`config.mk`:
```
export PLATFORM = sky130hd
export DESIGN_NAME = ps2_rx_fifo
export DESIGN_NICKNAME = d
export VERILOG_FILES = /design/src/rtl/ps2_rx_fifo.sv
export SDC_FILE = /design/constraint.sdc
export NUM_CORES = 1
export LEC_CHECK = 0
export CAP_MARGIN = 20
export CORE_MARGIN = 1.5
export CORE_UTILIZATION = 60
export CTS_CLUSTER_SIZE = 20
export DETAILED_ROUTE_END_ITERATION = 16
export PLACE_DENSITY = 0.76
export RECOVER_POWER = 50
export SLEW_MARGIN = 20
export SYNTH_ARGS = -nofsm -noshare
export SYNTH_HDL_FRONTEND = slang
export SYNTH_SLANG_ARGS = --single-unit
export TNS_END_PERCENT = 30
```
`constraint.sdc`:
```
create_clock -name clk -period 2.7 [get_ports clk]
set_input_delay 0.405 -clock clk [delete_from_list [all_inputs] [get_ports clk]]
set_output_delay 0.405 -clock clk [all_outputs]
set_load 0.01 [all_outputs]
```
`src/rtl/ps2_rx_fifo.sv`:
```
// ps2_rx_fifo
//   PS/2 device-to-host receiver. Raw PS/2 clock/data pins are synchronised,
//   the clock is glitch filtered, 11-bit frames are validated (start, odd
//   parity, stop, inter-edge timeout), E0/F0 prefixes are folded into the
//   following scan code, and each decoded key event is queued in a
//   show-ahead FIFO.
//
// Parameters
//   CLK_FILTER     consecutive equal samples before filtered clock flips (>=2)
//   TIMEOUT_CYCLES clk cycles allowed between strobes inside a frame
//   FIFO_DEPTH     event FIFO depth, power of two, >=2
//
// Ports
//   clk         system clock
//   reset       asynchronous active-high reset
//   ps2_clk     raw PS/2 clock pin (asynchronous)
//   ps2_data    raw PS/2 data pin (asynchronous)
//   rd_en       pop request, ignored while empty
//   rd_data     head event {break, extended, code[7:0]}, valid while !empty
//   empty       FIFO empty
//   count       number of stored events (0..FIFO_DEPTH)
//   parity_err  1-cycle pulse on bad parity
//   frame_err   1-cycle pulse on bad start, bad stop or timeout
//   overflow    1-cycle pulse when an event is dropped on a full FIFO
module ps2_rx_fifo #(
  parameter int CLK_FILTER     = 4,
  parameter int TIMEOUT_CYCLES = 5000,
  parameter int FIFO_DEPTH     = 8
) (
  input  logic                              clk,
  input  logic                              reset,
  input  logic                              ps2_clk,
  input  logic                              ps2_data,
  input  logic                              rd_en,
  output logic [9:0]                        rd_data,
  output logic                              empty,
  output logic [$clog2(FIFO_DEPTH+1)-1:0]   count,
  output logic                              parity_err,
  output logic                              frame_err,
  output logic                              overflow
);

  localparam int CW = $clog2(FIFO_DEPTH + 1);
  localparam int AW = $clog2(FIFO_DEPTH);
  localparam int FW = $clog2(CLK_FILTER + 1);
  localparam int TW = $clog2(TIMEOUT_CYCLES + 1);

  typedef enum logic [1:0] {IDLE, DATA, PARITY, STOP} state_t;

  // Odd parity: the eight data bits and the parity bit must XOR to 1.
  function automatic logic odd_parity_ok(input logic [7:0] d, input logic p);
    return ^{d, p};
  endfunction

  // ---- Stage p0/p1: two-flop synchronisers (idle level of both pins is 1)
  logic clk_sync_p0, clk_sync_p1;
  logic dat_sync_p0, dat_sync_p1;

  always_ff @(posedge clk or posedge reset) begin
    if (reset) begin
      clk_sync_p0 <= 1'b1;
      clk_sync_p1 <= 1'b1;
      dat_sync_p0 <= 1'b1;
      dat_sync_p1 <= 1'b1;
    end else begin
      clk_sync_p0 <= ps2_clk;
      clk_sync_p1 <= clk_sync_p0;
      dat_sync_p0 <= ps2_data;
      dat_sync_p1 <= dat_sync_p0;
    end
  end

  // ---- Clock filter: level flips after CLK_FILTER consecutive opposite samples
  logic          filt_clk;
  logic [FW-1:0] filt_cnt;
  logic          filt_flip;
  logic          strobe;

  assign filt_flip = (clk_sync_p1 != filt_clk) && (filt_cnt == FW'(CLK_FILTER - 1));
  // The strobe is the cycle in which the filtered clock is about to fall.
  assign strobe    = filt_flip && filt_clk;

  always_ff @(posedge clk or posedge reset) begin
    if (reset) begin
      filt_clk <= 1'b1;
      filt_cnt <= '0;
    end else if (clk_sync_p1 != filt_clk) begin
      if (filt_flip) begin
        filt_clk <= clk_sync_p1;
        filt_cnt <= '0;
      end else begin
        filt_cnt <= filt_cnt + 1'b1;
      end
    end else begin
      filt_cnt <= '0;
    end
  end

  // ---- Frame FSM and prefix decoder; push request leaves as stage p0
  state_t        state;
  logic [2:0]    bit_idx;
  logic [7:0]    shreg;
  logic          par_bit;
  logic          ext_flag;
  logic          brk_flag;
  logic [TW-1:0] tmo_cnt;
  logic          push_vld_p0;
  logic [9:0]    push_word_p0;
  logic          par_ok;
  logic          timeout;

  assign par_ok  = odd_parity_ok(shreg, par_bit);
  assign timeout = (state != IDLE) && !strobe && (tmo_cnt == TW'(TIMEOUT_CYCLES - 1));

  always_ff @(posedge clk or posedge reset) begin
    if (reset) begin
      state       <= IDLE;
      bit_idx     <= '0;
      ext_flag    <= 1'b0;
      brk_flag    <= 1'b0;
      tmo_cnt     <= '0;
      push_vld_p0 <= 1'b0;
      parity_err  <= 1'b0;
      frame_err   <= 1'b0;
    end else begin
      push_vld_p0 <= 1'b0;
      parity_err  <= 1'b0;
      frame_err   <= 1'b0;
      if (timeout) begin
        // Stalled frame: drop what was collected and any pending prefix.
        frame_err <= 1'b1;
        ext_flag  <= 1'b0;
        brk_flag  <= 1'b0;
        tmo_cnt   <= '0;
        state     <= IDLE;
      end else begin
        if (strobe || state == IDLE) tmo_cnt <= '0;
        else                         tmo_cnt <= tmo_cnt + 1'b1;
        if (strobe) begin
          case (state)
            IDLE: begin
              if (!dat_sync_p1) begin
                state   <= DATA;
                bit_idx <= '0;
              end else begin
                frame_err <= 1'b1;
                ext_flag  <= 1'b0;
                brk_flag  <= 1'b0;
              end
            end
            DATA: begin
              bit_idx <= bit_idx + 1'b1;
              if (bit_idx == 3'd7) state <= PARITY;
            end
            PARITY: state <= STOP;
            STOP: begin
              state <= IDLE;
              if (par_ok && dat_sync_p1) begin
                case (shreg)
                  8'hE0:   ext_flag <= 1'b1;
                  8'hF0:   brk_flag <= 1'b1;
                  default: begin
                    push_vld_p0 <= 1'b1;
                    ext_flag    <= 1'b0;
                    brk_flag    <= 1'b0;
                  end
                endcase
              end else begin
                parity_err <= !par_ok;
                frame_err  <= !dat_sync_p1;
                ext_flag   <= 1'b0;
                brk_flag   <= 1'b0;
              end
            end
            default: state <= IDLE;
          endcase
        end
      end
    end
  end

  // Data path registers carry no reset; they are qualified by the FSM.
  always_ff @(posedge clk) begin
    if (strobe && state == DATA)   shreg   <= {dat_sync_p1, shreg[7:1]};
    if (strobe && state == PARITY) par_bit <= dat_sync_p1;
    if (strobe && state == STOP)   push_word_p0 <= {brk_flag, ext_flag, shreg};
  end

  // ---- Stage p1: show-ahead FIFO
  logic [9:0]    mem [FIFO_DEPTH];
  logic [AW-1:0] wr_ptr;
  logic [AW-1:0] rd_ptr;
  logic          full;
  logic          do_pop;
  logic          do_push;

  assign empty    = (count == '0);
  assign full     = (count == CW'(FIFO_DEPTH));
  assign do_pop   = rd_en && !empty;
  // When full, a simultaneous pop frees the head slot, which is the one
  // being written (wr_ptr == rd_ptr), so both can proceed.
  assign do_push  = push_vld_p0 && (!full || do_pop);
  assign overflow = push_vld_p0 && full && !do_pop;
  assign rd_data  = empty ? 10'd0 : mem[rd_ptr];

  always_ff @(posedge clk) begin
    if (do_push) mem[wr_ptr] <= push_word_p0;
  end

  always_ff @(posedge clk or posedge reset) begin
    if (reset) begin
      wr_ptr <= '0;
      rd_ptr <= '0;
      count  <= '0;
    end else begin
      if (do_push) wr_ptr <= wr_ptr + 1'b1;
      if (do_pop)  rd_ptr <= rd_ptr + 1'b1;
      case ({do_push, do_pop})
        2'b10:   count <= count + 1'b1;
        2'b01:   count <= count - 1'b1;
        default: count <= count;
      endcase
    end
  end

endmodule

```
==> results of run 1 <==
-- placed cells by master (no fill, tap or decap), types with 7 or more instances in the layout --
master / synthesis / routed
edfxtp_1: 99 / 99
nor2_1: 38 / 38
dfrtp_1: 36 / 35
nand2_1: 24 / 24
mux4_2: 20 / 20
clkbuf_16: 0 / 16
buf_4: 0 / 16
xor2_1: 13 / 13
ha_1: 13 / 13
xnor2_1: 12 / 12
inv_1: 11 / 11
mux2i_1: 13 / 11
clkdlybuf4s50_1: 0 / 9
a21oi_1: 7 / 7
nor3_1: 7 / 7
-- report_power, final --
| part | total [W] | internal [W] | switching (W) |
|---|---|---|---|
| clock network | 0.00256 | 0.00169 | 0.000875 |
| registers | 0.00253 | 0.00241 | 0.000124 |
| logic | 0.00170 | 0.000909 | 0.000794 |
-- stage by stage --
step | hold WS (ns) | instances
after floorplan | 0.345 | 360
final | 0.353 | 552
after global routing | 0.371 | 552
after detailed placement | 0.347 | 516
after global placement | 0.346 | 516
after CTS | 0.281 | 551
-- worst reg2reg max path: stages, from the launching register on --
cell      delay, ns
dfrtp_1        0.47
nor3_1         0.22
nand3b_1       0.12
and2_1         0.23
inv_1          0.14
ha_1           0.20
xor2_1         0.07
ha_1           0.19
a21oi_1        0.15
xor2_1         0.16
nor2_1         0.06
xor2_1         0.14
-- area by class of cell --
type                    instances  area [um^2]  share of cell area
clock inverters                14          245              0.0353
multi-input cells             199         1670               0.240
clock buffers                  17          414              0.0596
repair buffers                 42          419              0.0603
inverters                      11         41.3             0.00594
flip-flops and latches        140         4010               0.576
well taps                     129          161              0.0232
-- cell families (layout without fill, tap and decap cells) --
kind of cell,after synthesis,in the layout,share of synthesized area
adders and majority gates,13,13,0.0283
xor gates and xnor gates,27,27,0.0448
DFF,140,140,0.697
muxes,36,36,0.107
and+or+nand+nor,103,103,0.0875
buffers and inverters,21,84,0.0148
AOI/OAI and AO/OA,20,20,0.0211
-- Yosys cell counts (all sizes together), types with 2 or more instances --
master and number:
edfxtp 99, nor2 38, dfrtp 36, nand2 24, mux4 20, ha 13, mux2i 13, xnor2 13
xor2 13, inv 11, a21oi 7, nor3 7, nand3 6, and3 5, buf 5, clkbuf 5
dfstp 5, nand2b 5, nor3b 4, o21ai 4, and2 3, mux2 3, a21boi 2, a31oi 2
and4 2, nor2b 2, nor4 2, o22ai 2
-- routing by layer --
metal	global-route usage	part of all wire
met2	0.405	0.55
met1	0.288	0.41
met3	0.0534	0.036
met5	0	0
met4	0.0887	0.0098
-- path summary, 6_finish.rpt --
kind	slack [ns]	to
setup / recovery	0.13	rd_data[2]
hold / removal	0.35	dat_sync_p1
setup reg to reg	0.43	count[2]
hold reg to reg	0.35	dat_sync_p1
max in group asynchronous	1.35	rd_ptr[0]
min in group asynchronous	0.67	tmo_cnt[7]
-- repair_timing --
action	CTS	global route
setup endpoints to repair	10	7
cloned	1	0
gates resized for setup	8	9
setup buffers	3	1
-- state kept, by name, summed over array words and instances, names as in the netlist, 2 cells and up --
name and count:
mem 80, state 2, rd_ptr 3, bit_idx 3, push_word_p0 10, tmo_cnt 13, shreg 8, filt_cnt 3
wr_ptr 3, count 4
==> results_dict.tcl, run 1 <==
set metrics [dict create \
    status "complete, no violations" \
    grt_pass1_wl_mm 17.0 \
    cp.depth 6 \
    ios 23 \
    drtAntennaViolNets 0 \
    cts-root-buf "clkbuf_8" \
    rsz0062_at_grt "false" \
    postSynthCellCount 360 \
    crit_start "rd_ptr[0]" \
    syn2layout_area_growth_pct 21.0 \
    min_from "dat_sync_p0" \
    max_stage_delay_ns 0.52 \
    vias 3105 \
    cts_tree "built" \
    wl_per_cell_um 19.3 \
    synth_edf_count 99 \
    hold_depth 0 \
    fillCellCount 540 \
    gr-usage-all-layers 0.234 \
    crit_chain "buf_12 -> buf_4 -> mux4_2 -> mux2i_2 -> nor2_1 -> buf_2" \
    ys_seq_area_frac 0.697 \
    routed_wl_mm 10.6 \
    drv_slew 0 \
    setup_viol 0 \
    place_congestion 0.789 \
    drc 0 \
    synth_nets 378 \
    antenna_cells 0 \
    routed_via_density 5.63 \
    dp_slack_ns 0.169 \
    clk_pin_slew_ns 0.06 \
    drive_above_1_share 0.196 \
    reg2reg_from "count[1]" \
    worst-path-buf-inv 3 \
    grt_max_degree 42 \
    initialDrtViolationCount 138 \
    die_area_um2 10200 \
    cp_top_family "multiplexers" \
    synthArstFlopShare 0.293 \
    cts_buffer_depth 2 \
    fin_skew_ns 0.00936 \
    chipHeight_um 101 \
    placed_area_um2 6210 \
    gr-total-overflow 0 \
    end_kind "output pin" \
    cap_violations 0 \
    hold_class "flop to flop" \
    hold_viol 0 \
    num_rows 35 \
    die_x_um 101 \
    core_um2 9280 \
    power_density_nw_per_um2 977 \
    synth_area_um2 5750 \
    firstDrtPassIters 4 \
    p_leak_nw 2.67 \
    synth_area_leaders "edfxtp_1, dfrtp_1, mux4_2" \
    cp-start-kind "flop" \
    antenna_found_initial 0 \
    min_period_ns 2.57 \
    stdcell_area_um2 6950 \
    synth_ff_type "edfxtp_1" \
    fmax_ghz 0.390 \
    vdd_drop_max_uv 601 \
    setup_ws_ns 0.135 \
    finalCritPeriodShare 0.950 \
    r2r_cells 11 \
    yosysWarnings 0 \
    critPathArrivalTime_ns 2.16 \
    numPortBuffers 22 \
    relSlewSlack 0.323 \
    synth_top_area_share 0.517 \
    cp_max_fo 11 \
    tightest_slew_ns 1.02 \
    insertion_delay_ns 0.50 \
    start_util 0.619 \
    final_util 0.749 \
    ys_ff_latch 140 \
    syn_area_per_cell_um2 16.0 \
    clock_sinks 140 \
    slowest_stage "mux4_2" \
    grt_pass1_vias 3256 \
    setup_tns_ns 0 \
    power.total_w 0.00680 \
    dpl.hpwl_mm 6.03 \
    crit_type "flop to output pin" \
    yosysUniqueCellTypes 39 \
    fin_nets 429 \
    yosysTopAreaCell "edfxtp_1" \
    worst_ep_required_time_ns 2.30 \
    cts_htree_levels 4 \
    numCtsBuffers 17 \
    cts-hold-fix-buffers 0 \
]
Power figures use the tool's default switching activity.
==> run 2, diff against run 1 <==
--- a/config.mk
+++ b/config.mk
@@ -12,7 +12,7 @@
 export DETAILED_ROUTE_END_ITERATION = 16
 export PLACE_DENSITY = 0.76
 export RECOVER_POWER = 50
-export SLEW_MARGIN = 20
+export SLEW_MARGIN = 5
 export SYNTH_ARGS = -nofsm -noshare
 export SYNTH_HDL_FRONTEND = slang
 export SYNTH_SLANG_ARGS = --single-unit
==> results of run 2 <==
The final DEF is identical to that of run 1; final timing and power are the same.
